==> config.mk <==
export PLATFORM = sky130hd
export DESIGN_NAME = id_exe_stage
export DESIGN_NICKNAME = d
export VERILOG_FILES = /design/src/rtl/id_exe_stage_pkg.sv /design/src/rtl/id_exe_stage_cond_check.sv /design/src/rtl/id_exe_stage.sv
export SDC_FILE = /design/constraint.sdc
export NUM_CORES = 1
export LEC_CHECK = 0
export BUFFER_PORTS_ARGS = -buffer_cell sky130_fd_sc_hd__buf_4
export CELL_PAD_IN_SITES_DETAIL_PLACEMENT = 0
export CELL_PAD_IN_SITES_GLOBAL_PLACEMENT = 1
export CORE_UTILIZATION = 35
export CTS_CLUSTER_SIZE = 24
export DETAILED_ROUTE_END_ITERATION = 7
export PLACE_DENSITY = 0.79
export SLEW_MARGIN = 40
export SYNTH_ARGS = -nofsm -noshare
export SYNTH_HDL_FRONTEND = slang
export SYNTH_HIERARCHICAL = 1
export SYNTH_SLANG_ARGS = --single-unit
==> constraint.sdc <==
create_clock -name clk -period 2.5 [get_ports clk]
set_input_delay 0.25 -clock clk [delete_from_list [all_inputs] [get_ports clk]]
set_output_delay 0.25 -clock clk [all_outputs]
set_load 0.005 [all_outputs]
==> src/rtl/id_exe_stage_pkg.sv <==
// id_exe_stage_pkg: shared processor constants (condition codes, ALU commands) and pipeline helpers.
package id_exe_stage_pkg;

    typedef enum logic [3:0] {
        COND_EQ = 4'b0000,
        COND_NE = 4'b0001,
        COND_CS = 4'b0010,
        COND_CC = 4'b0011,
        COND_MI = 4'b0100,
        COND_PL = 4'b0101,
        COND_VS = 4'b0110,
        COND_VC = 4'b0111,
        COND_HI = 4'b1000,
        COND_LS = 4'b1001,
        COND_GE = 4'b1010,
        COND_LT = 4'b1011,
        COND_GT = 4'b1100,
        COND_LE = 4'b1101,
        COND_AL = 4'b1110,
        COND_NV = 4'b1111
    } cond_e;

    localparam logic [3:0] EXE_NOP = 4'b0000;
    localparam logic [3:0] EXE_MOV = 4'b0001;
    localparam logic [3:0] EXE_ADD = 4'b0010;
    localparam logic [3:0] EXE_ADC = 4'b0011;
    localparam logic [3:0] EXE_SUB = 4'b0100;
    localparam logic [3:0] EXE_SBC = 4'b0101;
    localparam logic [3:0] EXE_AND = 4'b0110;
    localparam logic [3:0] EXE_ORR = 4'b0111;
    localparam logic [3:0] EXE_EOR = 4'b1000;
    localparam logic [3:0] EXE_MVN = 4'b1001;

    typedef struct packed {
        logic [3:0] exe_cmd;
        logic       mem_read;
        logic       mem_write;
        logic       wb_en;
        logic       s;
        logic       b;
    } ctrl_t;

    localparam ctrl_t CTRL_BUBBLE = ctrl_t'({EXE_NOP, 5'b00000});

    function automatic logic [15:0] sat_inc(input logic [15:0] v);
        return (v == 16'hFFFF) ? v : v + 16'd1;
    endfunction

endpackage

==> src/rtl/id_exe_stage_cond_check.sv <==
// cond_check: combinational ARM condition-field evaluation against the {N,Z,C,V} status flags.
// Ports: cond (instruction bits [31:28]), sr_flags ({N,Z,C,V}) -> pass (condition holds).
module cond_check
    import id_exe_stage_pkg::*;
(
    input  logic [3:0] cond,
    input  logic [3:0] sr_flags,
    output logic       pass
);

    logic n, z, c, v;

    assign {n, z, c, v} = sr_flags;

    always_comb begin
        pass = 1'b0;
        case (cond_e'(cond))
            COND_EQ: pass = z;
            COND_NE: pass = !z;
            COND_CS: pass = c;
            COND_CC: pass = !c;
            COND_MI: pass = n;
            COND_PL: pass = !n;
            COND_VS: pass = v;
            COND_VC: pass = !v;
            COND_HI: pass = c && !z;
            COND_LS: pass = !c || z;
            COND_GE: pass = (n == v);
            COND_LT: pass = (n != v);
            COND_GT: pass = !z && (n == v);
            COND_LE: pass = z || (n != v);
            COND_AL: pass = 1'b1;
            default: pass = 1'b0;
        endcase
    end

endmodule

==> src/rtl/id_exe_stage.sv <==
// id_exe_stage: ID/EX pipeline register with condition gating, flush/freeze handling and bubble counting.
// Ports: clk, rst (async active-low); freeze/flush/hazard pipeline control; cond/sr_flags condition inputs;
//        *_in decode fields -> registered counterparts, plus valid and a saturating bubble_count.
module id_exe_stage
    import id_exe_stage_pkg::*;
#(
    parameter int DATA_W = 32
) (
    input  logic              clk,
    input  logic              rst,
    input  logic              freeze,
    input  logic              flush,
    input  logic              hazard,
    input  logic [3:0]        cond,
    input  logic [3:0]        sr_flags,
    input  logic [3:0]        exe_cmd_in,
    input  logic              mem_read_in,
    input  logic              mem_write_in,
    input  logic              wb_en_in,
    input  logic              s_in,
    input  logic              b_in,
    input  logic [DATA_W-1:0] pc_in,
    input  logic [DATA_W-1:0] val_rn_in,
    input  logic [DATA_W-1:0] val_rm_in,
    input  logic              imm_in,
    input  logic [11:0]       shift_operand_in,
    input  logic [23:0]       signed_imm_24_in,
    input  logic [3:0]        dest_in,
    input  logic [3:0]        src1_in,
    input  logic [3:0]        src2_in,
    output logic [3:0]        exe_cmd,
    output logic              mem_read,
    output logic              mem_write,
    output logic              wb_en,
    output logic              s,
    output logic              b,
    output logic [DATA_W-1:0] pc,
    output logic [DATA_W-1:0] val_rn,
    output logic [DATA_W-1:0] val_rm,
    output logic              imm,
    output logic [11:0]       shift_operand,
    output logic [23:0]       signed_imm_24,
    output logic [3:0]        dest,
    output logic [3:0]        src1,
    output logic [3:0]        src2,
    output logic              valid,
    output logic [15:0]       bubble_count
);

    logic  cond_ok;
    logic  pass;
    ctrl_t ctrl_q;
    ctrl_t ctrl_in;

    cond_check u_cond_check (
        .cond     (cond),
        .sr_flags (sr_flags),
        .pass     (cond_ok)
    );

    // A hazard turns the incoming instruction into a bubble exactly like a failed condition.
    assign pass    = cond_ok && !hazard;
    assign ctrl_in = ctrl_t'({exe_cmd_in, mem_read_in, mem_write_in, wb_en_in, s_in, b_in});
    assign {exe_cmd, mem_read, mem_write, wb_en, s, b} = ctrl_q;

    // Flush only kills control and validity; the data fields keep whatever was last captured.
    always_ff @(posedge clk or negedge rst) begin
        if (!rst) begin
            ctrl_q        <= '0;
            valid         <= 1'b0;
            bubble_count  <= '0;
            pc            <= '0;
            val_rn        <= '0;
            val_rm        <= '0;
            imm           <= 1'b0;
            shift_operand <= '0;
            signed_imm_24 <= '0;
            dest          <= '0;
            src1          <= '0;
            src2          <= '0;
        end else if (flush) begin
            ctrl_q       <= CTRL_BUBBLE;
            valid        <= 1'b0;
            bubble_count <= sat_inc(bubble_count);
        end else if (!freeze) begin
            ctrl_q        <= pass ? ctrl_in : CTRL_BUBBLE;
            valid         <= pass;
            bubble_count  <= pass ? bubble_count : sat_inc(bubble_count);
            pc            <= pc_in;
            val_rn        <= val_rn_in;
            val_rm        <= val_rm_in;
            imm           <= imm_in;
            shift_operand <= shift_operand_in;
            signed_imm_24 <= signed_imm_24_in;
            dest          <= dest_in;
            src1          <= src1_in;
            src2          <= src2_in;
        end
    end

endmodule
* Word level (Yosys, flattened, before mapping)
Index checks and enable logic that the tools add are counted.
Word-level totals: output and inout port bits 171, logic and storage cells 62, register bits after elaboration 171, bits of input ports 167
Operators by class: bitwise gates (word level) 2, $add $sub $neg 1, mux-type cells 10, equality and inequality tests 19, reductions and logical operators 13
Operator list (count):
- two-way mux 16 bit | 4
- == test 4 bit (second input constant) | 7
- two-way mux 9 bit | 3
- adder 16 x 1 -> 16 bit (second input constant) | 1
- == test 16 bit (second input constant) | 1
- == test 4 x 3 -> 1 bit (second input constant) | 4
- one-hot mux 1 bit (15 select lines) | 1
- == test 4 x 2 -> 1 bit (second input constant) | 2
- logical NOT 1 bit | 5
- == test 4 x 1 -> 1 bit (second input constant) | 1
- logical NOT 4 bit | 1
- AND reduction 2 bit | 2
- logical AND 1 bit | 3
- logical OR 1 bit | 2
- two-way mux 1 bit | 2
- inequality test 2 x 1 -> 1 bit (second input constant) | 1
- inequality test 2 bit (second input constant) | 1
- inverter 1 bit | 2
- == test 1 bit | 1
- inequality test 1 bit | 1

* Logic depth before layout (Yosys ltp)
Gate-level depths: netlist (run 1).
depth after elaboration 7, depth in mapped cells 11, mapped depth without buffers 9

* Cells and area by module
The synthesis (run 1) kept the hierarchy.
By module, submodules not included:
- id_exe_stage | area an instance 6476.2 um^2, instances 1, cells an instance 394
- cond_check | area an instance 193.9 um^2, instances 1, cells an instance 28

* Worst setup path after synthesis (run 1)
OpenSTA, ideal clock, no wires.
path kind in2reg, from input port cond[3], to register bubble_count[12], data arrival time 2.099 ns, data required time 2.372 ns, setup slack 0.274 ns, library setup time 0.128 ns, stages 10, buffers on the path 1, path through buf_2 -> or2b_1 -> o22ai_1 -> a211o_1 -> a211o_1 -> nand2b_1 -> a21oi_4 -> nor4_1 -> nand3_1 -> xnor2_1
Between the ends: word-level cells in the longest chain between the ends 5, elaborated cells on any way between the ends 19, classes of those cells 15 x eq/ne; 1 x mux; 3 x reduce/logical
Ends and longest elaborated chain:
- start: declaration | line id_exe_stage.sv:14 | input logic [3:0] cond,
- == test 4 bit (tied with other cells) | line id_exe_stage_cond_check.sv:17 | case (cond_e'(cond))
- one-hot mux 1 bit (15 select lines) * | line id_exe_stage_cond_check.sv:17
- via cond_ok | line id_exe_stage.sv:50 | logic cond_ok;
- logical AND 1 bit * | line id_exe_stage.sv:62 | assign pass = cond_ok && !hazard;
- inequality test 2 bit (no line) *
- AND reduction 2 bit (no line) *
- end signal: assignment | line id_exe_stage.sv:84 | bubble_count <= sat_inc(bubble_count);
- end signal: assignment | line id_exe_stage.sv:88 | bubble_count <= pass ? bubble_count : sat_inc(bubble_count);
- end: declaration | line id_exe_stage.sv:47 | output logic [15:0] bubble_count
The timed path passes the listed nets; every way through them passes the cells marked *. A chain may end at the register's enable or synchronous reset.

* Final worst setup path (run 1)
from register bubble_count[0], to register bubble_count[1]
Between the ends: word-level cells in the longest chain between the ends 5, elaborated cells on any way between the ends 6, classes of those cells 1 x add/sub; 1 x eq/ne; 4 x mux
Ends and longest elaborated chain:
- adder 16 x 1 -> 16 bit / == test 16 bit (equally long branches) | line id_exe_stage_pkg.sv:46 | return (v == 16'hFFFF) ? v : v + 16'd1;
- two-way mux 16 bit * | line id_exe_stage_pkg.sv:46
- two-way mux 16 bit | line id_exe_stage.sv:88
- two-way mux 16 bit | line id_exe_stage.sv:85 | end else if (!freeze) begin
- two-way mux 16 bit * | line id_exe_stage.sv:81 | end else if (flush) begin
Mark *: on every way between the ends. The rest lies on a longest branch, timed or not. The select of a mux whose other input is x is not followed.

==> summary by stage, run 1 <==
Synthesis
Synthesis produced a netlist with a net count of 590. The xor-xnor portion of the synthesized cell area is 0.02345. The count of distinct cell types in the synthesized netlist is 38. For this run, the register share of the synthesized area comes to 0.6415. After synthesis, the mean cell area works out to 15.81 µm².

The post-synthesis adder-cell area fraction is 0.001876. The cell area after technology mapping is 6670 µm². The cell count after synthesis is between 400 and 500. Counting flops and latches in the post-synthesis netlist gives 171.

The share of synthesized area in the top cell type comes to 0.6415. For this run, the number of Yosys warnings is 6. By area, the combinational part of the netlist is dominated by multiplexers. The compound-cell area share of the yosys netlist is 0.02701.

The multiplexer share of the synthesized area is 0.2493. By area the synthesized netlist is led by sky130_fd_sc_hd__dfrtp_1 (64%), sky130_fd_sc_hd__mux2_2 (24%), sky130_fd_sc_hd__xnor2_1 (1.7%), sky130_fd_sc_hd__a22o_1 (1.2%), sky130_fd_sc_hd__buf_2 (0.90%). Of the total synthesized cell area, the portion taken by AND, OR, NAND and NOR gates is 0.04108.

Of all cell types, the one taking the most synthesized area is sky130_fd_sc_hd__dfrtp_1.

Hold path
In this run the most critical hold path is launched from b_in. The hold-critical path endpoint is b. The number of cells on the worst hold path is 2. The path class of the lowest-slack min-delay path is input pin to flop.

CTS
The clock latency of the later-clocked register in the worst-skew pair is 0.42 ns. The clock root buffer is sky130_fd_sc_hd__clkbuf_16. The CTS buffer count is 17.

After clock tree synthesis, the repair step resized 0 gates. Clock-pin slew was measured on the worst setup and hold paths at around 0.070 ns. The clock tree from TritonCTS is yes. The clock passes through at most 2 buffers.

The buffers inserted during post-CTS setup optimization is 0. For this design, the sink count on the clock tree is 171. The H-tree was split into 4 levels. The number of buffers added to fix hold violations after cts is 1.

Finish
In the final design database the tool counted approximately 940 nets. The most frequent standard cell in the layout excluding fill and tap cells is sky130_fd_sc_hd__buf_4. The top cell types in the final layout, fill and taps aside, are sky130_fd_sc_hd__buf_4 (341), sky130_fd_sc_hd__dfrtp_1 (171), sky130_fd_sc_hd__mux2_2 (145). In the final layout, the share of cells above drive strength 1 is 0.6821. Compared with the post-synthesis result, the final layout area differs by 51.30%. The number of antenna diodes is 0.

Worst setup path
The startpoint-to-endpoint class of the critical path is flop to flop. The critical path required time is 2.81 ns. The worst register-to-register path ends at bubble_count[1]. The origin of the critical flop-to-flop path is bubble_count[0]. On the worst path, the slowest cell contributes a delay of 0.57 ns. The number of buffers and inverters on the critical path is 0. Of all nets on the critical path, the largest fanout is 6.

At the worst endpoint, the arrival time is around 2.3 ns. The register-to-register path setup slack is around 0.47 ns. The worst setup path is launched from a flop. The worst register-to-register path has a depth of 5. The kind of end point of the critical path is a flop. Broken down by cell family, the worst path's largest delay share belongs to simple AND/OR/NAND/NOR gates. The critical path goes through ha_1 -> nand4_2 -> or4_4 -> nor2b_4 -> mux2_4. The cell with the biggest individual delay on the critical path is sky130_fd_sc_hd__or4_4.

Power and ir drop
Of the total power, the share spent switching nets is 0.2562. The share of total power dissipated in combinational logic is 0.205. The switching power is 0.001974 W. The internal power component is 0.005732 W. The maximum resistive drop on vdd is ~430 µV.

The sequential group share of total power is 0.449. In this run the static leakage power is 4.823 nW. The fraction of power consumed by the clock network is 0.347. The total power divided by cell area is between 700 and 800 nW/µm².

Timing
Adding up every negative setup slack in the final design gives 0 ns. The highest clock rate is roughly 0.5 GHz. The worst path meets setup with 0.4691 ns of slack. Setup violations remaining at the end of the flow were counted as 0. Across the routed clock network, the largest skew measured is 0.01023 ns. The smallest clock period supported by the final layout is computed as 2.031 ns. Measured against its own limit, the worst slew margin works out to 0.5413. The number of max-slew violations in the final report came to 0. For the pin with the worst max-slew slack, the measured transition is 0.6855 ns. The number of hold violations in the final report is 0. Setup repair after global routing left no endpoint under its margin. The portion of the clock cycle consumed by the worst path in the final layout is 0.8124.

Routing
The first detailed-routing pass took 4 iterations. The aggregate routed wire length is 17280 µm. The via density per instance is 4.745.

Once detail routing completed, the nets flagged for antenna violations numbered 0. The count of routing violations after the opening detailed-route iteration is 156. The routed layout has 4811 vias. The wire length per cell after detailed routing is 17.04 µm. The detailed-route DRC error count is 0.

GRT
The number of antenna violations at the first check in global routing is 0. The pin count of the biggest net entering global routing is 93. The global route total overflow is 0. In the global route stage, overall resource usage came out at 0.1797. The number of global-route vias before repair is 5161. The global-route wire length before repair is 27340 µm.

Floorplanning
For this design the top-level I/O count stands at 338. The die covers approximately 20000 µm². The initial utilization of the core area, before any placement, comes to 0.3566.

The core area is 18710 µm². Measured along the x axis, the die boundary spans 140.1 µm. The floorplan row count is 50.

The height of the die is roughly 140 µm.

Place
The pre-CTS setup slack is around 0.14 ns. In this run the tool buffered the top-level ports with 337 buffer cells. The congestion estimate from routability-driven global placement came to 0.8790. The placed wire-length estimate is 12860 µm.

Run
Across the run, the number of max-cap violations was 0.

Status
The flow ran to the end, and the final reports show no timing, DRC or antenna violations.
==> cell type report <==
type | instances | area [µm²]
clock inverter | 14 | 157.7
tap | 234 | 292.8
fill | 1615 | 8613
multi-input combinational | 231 | 2298
inverter | 1 | 3.754
sequential | 171 | 4279
clock buffer | 18 | 439.2
timing repair buffer | 345 | 2621
==> synthesized netlist by cell type (all sizes together) <==
master,number
a22o,9
o211ai,2
and3,3
or4,1
nor3b,1
nor2,6
xnor2,14
ha,1
o31ai,1
nor2b,2
nand2b,3
clkbuf,5
xor2,3
or2b,1
inv,1
nor4,2
mux2,147
nand2,6
a21oi,4
a221oi,1
dfrtp,171
nand4,9
o22ai,1
a21o,1
a22oi,1
nand3,5
a211o,2
nor3,4
buf,14
and3b,1
==> metal layers <==
layer,part of all wire,global-route usage
met2,0.51,0.3092
met5,0,0
met1,0.38,0.2051
met4,0.024,0.07577
met3,0.081,0.05880
==> cell families (layout without fill, tap and decap cells) <==
kind of cell / Yosys count / in the layout
AO/OA/AOI/OAI: 22 / 22
XOR/XNOR: 17 / 17
adder cells (fa/ha/maj): 1 / 1
buffers and inverters: 20 / 378
flip-flops: 171 / 171
multiplexers: 147 / 147
AND/OR/NAND/NOR: 44 / 44
==> worst max path at each step <==
stage                    startpoint                to  cells after the start
floorplan                   cond[3]  bubble_count[12]                     10
global placement        sr_flags[3]  bubble_count[13]                     11
detailed placement      sr_flags[3]  bubble_count[13]                     11
CTS                 bubble_count[0]   bubble_count[1]                      5
global route        bubble_count[0]   bubble_count[1]                      5
finish              bubble_count[0]   bubble_count[1]                      5
==> flip-flops by register name, summed over array words and instances (netlist names), 4 cells and up <==
signal and flops:
src1 4, dest 4, val_rn 32, exe_cmd 4
bubble_count 16, signed_imm_24 24, val_rm 32, src2 4
shift_operand 12, pc 32
==> power by group through the flow <==
stage,Clock (W),Combinational [W],Sequential [W]
floorplan,0,0.000533,0.00350
global placement,0,0.00156,0.00348
detailed placement,0,0.00161,0.00351
CTS,0.00276,0.00161,0.00346
global route,0.00286,0.00170,0.00352
finish,0.00267,0.00158,0.00346
==> metrics by stage <==
step / cells / total power [W] / util / instance area (µm²) / hold slack, ns
4_1_cts: 1014 / 0.007829 / 0.5395 / 10090 / 0.02967
2_1_floorplan: 422 / 0.004034 / - / 6670 / -0.04559
5_1_grt: 1014 / 0.008076 / 0.5395 / 10090 / 0.03583
3_3_place_gp: 981 / 0.005042 / 0.5068 / 9480 / 0.2354
3_5_place_dp: 981 / 0.005112 / 0.5071 / 9485 / 0.2529
6_report: 1014 / 0.007706 / 0.5395 / 10090 / 0.05576
Note: power is estimated with default switching activity, not from simulation.
==> inputs of run 2 (changes only) <==
--- a/config.mk
+++ b/config.mk
@@ -5,13 +5,14 @@
 export SDC_FILE = /design/constraint.sdc
 export NUM_CORES = 1
 export LEC_CHECK = 0
+export ABC_AREA = 1
 export BUFFER_PORTS_ARGS = -buffer_cell sky130_fd_sc_hd__buf_4
 export CELL_PAD_IN_SITES_DETAIL_PLACEMENT = 0
 export CELL_PAD_IN_SITES_GLOBAL_PLACEMENT = 1
 export CORE_UTILIZATION = 35
 export CTS_CLUSTER_SIZE = 24
 export DETAILED_ROUTE_END_ITERATION = 7
-export PLACE_DENSITY = 0.79
+export PLACE_DENSITY = 0.8
 export SLEW_MARGIN = 40
 export SYNTH_ARGS = -nofsm -noshare
 export SYNTH_HDL_FRONTEND = slang
==> constraint.sdc (replaced) <==
create_clock -name clk -period 1.9 [get_ports clk]
set_input_delay 0.19 -clock clk [delete_from_list [all_inputs] [get_ports clk]]
set_output_delay 0.19 -clock clk [all_outputs]
set_load 0.005 [all_outputs]
==> run 2 against run 1 <==
Compared with the run above: critical path depth grew 3; final area is 19% higher; routed wire length rose by 25%; clock-buffer cell count grew 1; first-iteration DRC count increased by 33%; non-clock buffer count is 150 higher; cell count rose by 30%; combinational power rose by 50%; via count grew 26%; die area rose by 5.2%; synthesized cell count increased by 29%; global-route usage up 2.7 points; critical path type unchanged.
==> summary by stage, run 2 <==
Worst setup path
The largest fanout of any net on the critical path came to 13 (+7). The number of buffers and inverters on the critical path is 0 (unchanged). The kind of cell adding the most delay to the critical path is simple AND/OR/NAND/NOR gates.

The signal on the critical path passes through ha_1 -> nand2_2 -> nor2_4 -> nand2_4 -> nor2_4 -> nor2_2 -> nand3_1 -> nand2_1. By instance count, the cell type seen most on the critical path is sky130_fd_sc_hd__nor2_4. The critical path arrival is 2.10 ns (-0.24 ns). STA classifies the critical path endpoint as a flop. The startpoint-to-endpoint class of the critical path is flop to flop. The critical path required time is 2.26 ns (-0.55 ns). The largest stage delay on the critical path came to 0.48 ns (-0.09 ns). The kind of start point of the critical path is a flop. On the critical path, the stage with the largest delay is an instance of sky130_fd_sc_hd__nor2_2. The most critical setup path has its startpoint at bubble_count[1]. The startpoint identified for the worst register-to-register timing path is bubble_count[1].

Place
The count of buffers from port buffering is 337 (unchanged). The routability congestion estimate is 0.8301 (-5.6%). The placed wire-length estimate is 14280 µm (+11%).

CTS
In this run the clock root is driven by a sky130_fd_sc_hd__clkbuf_16. The register clock-pin slew on the reported worst setup and hold paths is 0.07 ns (about the same). The worst-case clock buffer depth is 2 (unchanged). The buffers inserted during post-CTS setup optimization is 0 (unchanged). TritonCTS built the clock tree. The number of clock sinks is 171 (unchanged). The number of resized instances in the post-cts repair step is 0 (unchanged). The number of H-tree branching levels is 4 (unchanged). The CTS buffer count is 17 (unchanged). The clock latency of the later-clocked register in the worst-skew pair is 0.42 ns (about the same).

Finish
The number of antenna diodes came to 0 (unchanged). The most frequent standard cell in the layout excluding fill and tap cells is sky130_fd_sc_hd__buf_4. The utilization of the core after routing came to 0.6120 (+0.07246).

The layout overhead on the synthesized area is 70.80%. The number of nets at the end of the flow is 1207 (+29%). The library cells used most frequently in the layout, excluding fill and tap cells, are sky130_fd_sc_hd__buf_4 (344), sky130_fd_sc_hd__dfrtp_1 (171), sky130_fd_sc_hd__mux2_2 (145). The layout cell share with drive strength beyond 1 is 0.5167 (-0.1654). The area of combinational cells with multiple inputs is 2496 µm² (+8.6%). The sequential cell area in the final layout was 4279 µm² (unchanged). The largest registers in the layout are pc (32), val_rm (32), val_rn (32).

The count of fill cells added during filler insertion is 1517 (-6.1%).

Synthesis
The portion of the post-synthesis area used by sequential elements was 0.6096 (-0.03191). The count of yosys warnings during synthesis came to 6 (unchanged). The cell area after technology mapping is 7019 µm² (+5.2%). The number of synthesized register bits came to 171 (unchanged). The cell count after synthesis is 544 (+29%). The post-synthesis async set-or-reset flop share was 1.000 (unchanged). The number of synthesized flops with an enable pin is 0 (unchanged). The per-instance average area after synthesis is 12.90 µm² (-18%). Ranked by total cell area, the synthesized netlist is headed by sky130_fd_sc_hd__dfrtp_1 (61%), sky130_fd_sc_hd__mux2_2 (23%), sky130_fd_sc_hd__nand2_1 (4.5%), sky130_fd_sc_hd__nand3_1 (2.2%), sky130_fd_sc_hd__inv_1 (1.6%). The commonest cells after synthesis are sky130_fd_sc_hd__dfrtp_1 (171), sky130_fd_sc_hd__mux2_2 (145), sky130_fd_sc_hd__nand2_1 (84). The share of the synthesized area in the top cell type came to 0.6096 (-0.03191).

Yosys instantiated no cell more often than sky130_fd_sc_hd__dfrtp_1. The post-synthesis cell type with the largest combined area is sky130_fd_sc_hd__dfrtp_1. The net count of the mapped netlist was 712 (+21%). The count of distinct cell types in the synthesized netlist came to 24 (-37%).

The most frequently used flop master after synthesis is sky130_fd_sc_hd__dfrtp_1.

Routing
The via density per instance came to 4.623 (-2.6%). The overall via count from detail_route is 6084 (+26%). The aggregate routed wire length was 21630 µm (+25%). The remaining antenna violation count is 0 (unchanged).

The first-pass detailed-route iteration total is 4 (unchanged). The wire length per cell after detailed routing is 16.44 µm (-3.5%). The detailed-route DRC error count is 0 (unchanged). The count of routing violations after the opening detailed-route iteration came to 207 (+33%).

GRT
met2 is the most crowded layer. The total track usage is 0.2071 (+0.02734). The global-route wire length before repair is 32300 µm (+18%).

The number of global-route vias before repair came to 6276 (+22%). The pin count of the biggest net entering global routing came to 58 (-38%). The met2 track demand over resource in global routing was 0.3620 (+0.05282). The met3 usage in global routing came to 0.07031 (+0.01151).

The global route total overflow came to 0 (unchanged). The number of antenna violations at the first check in global routing is 0 (unchanged). The met1 routing resource usage after global routing was 0.2351 (+0.03008).

Timing
The total of endpoints with negative setup slack in the final report came to 0 (unchanged). The portion of the clock cycle consumed by the worst path in the final layout is 0.9168 (+0.1044). The number of max-slew violations in the final report came to 0 (unchanged). The highest clock rate came to 0.5741 GHz (+17%). The transition time at the pin with the least slew margin was 0.5899 ns (-0.09553 ns). Setup repair after global routing left no endpoint under its margin. The headroom to the max-slew limit is 0.6063 (+0.06495). The post-layout minimum cycle time was 1.742 ns (-0.2890 ns). The final hold slack is 0.01924 ns (-0.03652 ns).

The final clock skew is 0.008508 ns (-0.001719 ns). The number of hold violations in the final report is 0 (unchanged).

Floorplanning
The height of the die came to 143.6 µm (+2.5%). The floorplan die area is 20630 µm² (+5.2%). The die outline width came to 143.6 µm (+2.5%).

The floorplan row count was 51 (+2.0%). The starting density of the core is 0.3583 (+0.001718). The core area was 19590 µm² (+4.7%).

The top-level I/O count is 338 (unchanged).

Power and ir drop
The maximum resistive drop on vdd was 592.1 µV (+38%). The leakage dissipation was 5.705 nW (+18%). The total power divided by cell area was 874.5 nW/µm² (+15%).

Hold path
The path class of the lowest-slack min-delay path is input pin to flop. The startpoint identified for the worst hold timing path is val_rm_in[13].

Status
The flow ran to the end, and the final reports show no timing, DRC or antenna violations.

Run
The max capacitance violation total is 0 (unchanged).
==> run 2: cell types whose count changed after synthesis, moves of 4 or more <==
cell,before,now
sky130_fd_sc_hd__nand2_1,6,84
sky130_fd_sc_hd__nand3_1,5,31
sky130_fd_sc_hd__nor2_1,6,25
sky130_fd_sc_hd__xnor2_1,13,0
sky130_fd_sc_hd__inv_1,1,30
sky130_fd_sc_hd__a32o_1,0,9
sky130_fd_sc_hd__nand4_1,7,3
sky130_fd_sc_hd__clkbuf_1,5,1
sky130_fd_sc_hd__a22o_1,9,0
sky130_fd_sc_hd__buf_4,0,6
sky130_fd_sc_hd__nor2_4,0,5
sky130_fd_sc_hd__nand2_2,0,7
==> run 2: timing repair <==
| action | in CTS | in global routing |
|---|---|---|
| hold endpoints to repair | 179 | 1 |
| endpoints found under the setup margin | 0 | 3 |
| hold buffers | 143 | 1 |
==> run 2: worst paths after layout <==
| check | slack (ns) | cells past startpoint | endpoint |
|---|---|---|---|
| min in group asynchronous | 0.25 | 2 | shift_operand[6] |
| worst min register to register | 0.50 | 2 | valid |
| worst min-delay path | 0.02 | 2 | val_rm[13] |
| worst max-delay path | 0.16 | 8 | bubble_count[7] |
| max in group asynchronous | 0.97 | 3 | val_rn[12] |
| worst max register to register | 0.16 | 8 | bubble_count[7] |
==> run 2: where the power goes <==
group / leakage, nW / internal [W] / switching [W]
registers: 2.05 / 0.00416 / 0.000358
clock network: 0.291 / 0.00204 / 0.00156
logic: 3.36 / 0.00151 / 0.000862
total: 5.71 / 0.00771 / 0.00278
==> run 2: final cells by class <==
class / instances / area share
Multi-Input combinational cell: 321 / 0.2082
Clock inverter: 12 / 0.01252
Clock buffer: 19 / 0.03778
Timing Repair Buffer: 495 / 0.3466
Sequential cell: 171 / 0.3569
Inverter: 33 / 0.01033
Tap cell: 265 / 0.02766
==> run 2: kinds of logic after synthesis <==
kind of cell,count (synthesis),share of synthesized area
buf+inv,53,0.03565
xor+xnor,3,0.003744
simple gates,159,0.1016
compound gates,12,0.01497
fa+ha+maj,1,0.001782
mux,145,0.2326
flops,171,0.6096
==> run 2: layer usage <==
layer | part of all wire | up-vias
li1 | - | 2835
met1 | 0.39 | 2983
met2 | 0.52 | 242
met3 | 0.076 | 24
met4 | 0.017 | 0
met5 | 0 | -
==> run 2: through the flow <==
stage | TNS [ns] | power (W) | cells | worst slack (ns) | cell area [µm²]
5_1_grt | 0 | 0.01097 | 1316 | 0.04563 | 11990
3_3_place_gp | -0.05791 | 0.006637 | 1140 | -0.01442 | 9938
2_1_floorplan | 0 | 0.005260 | 544 | 0.3279 | 7019
6_report | 0 | 0.01048 | 1316 | 0.1581 | 11990
4_1_cts | 0 | 0.01055 | 1314 | 0.07011 | 11970
3_5_place_dp | -0.4485 | 0.006672 | 1140 | -0.1055 | 9938
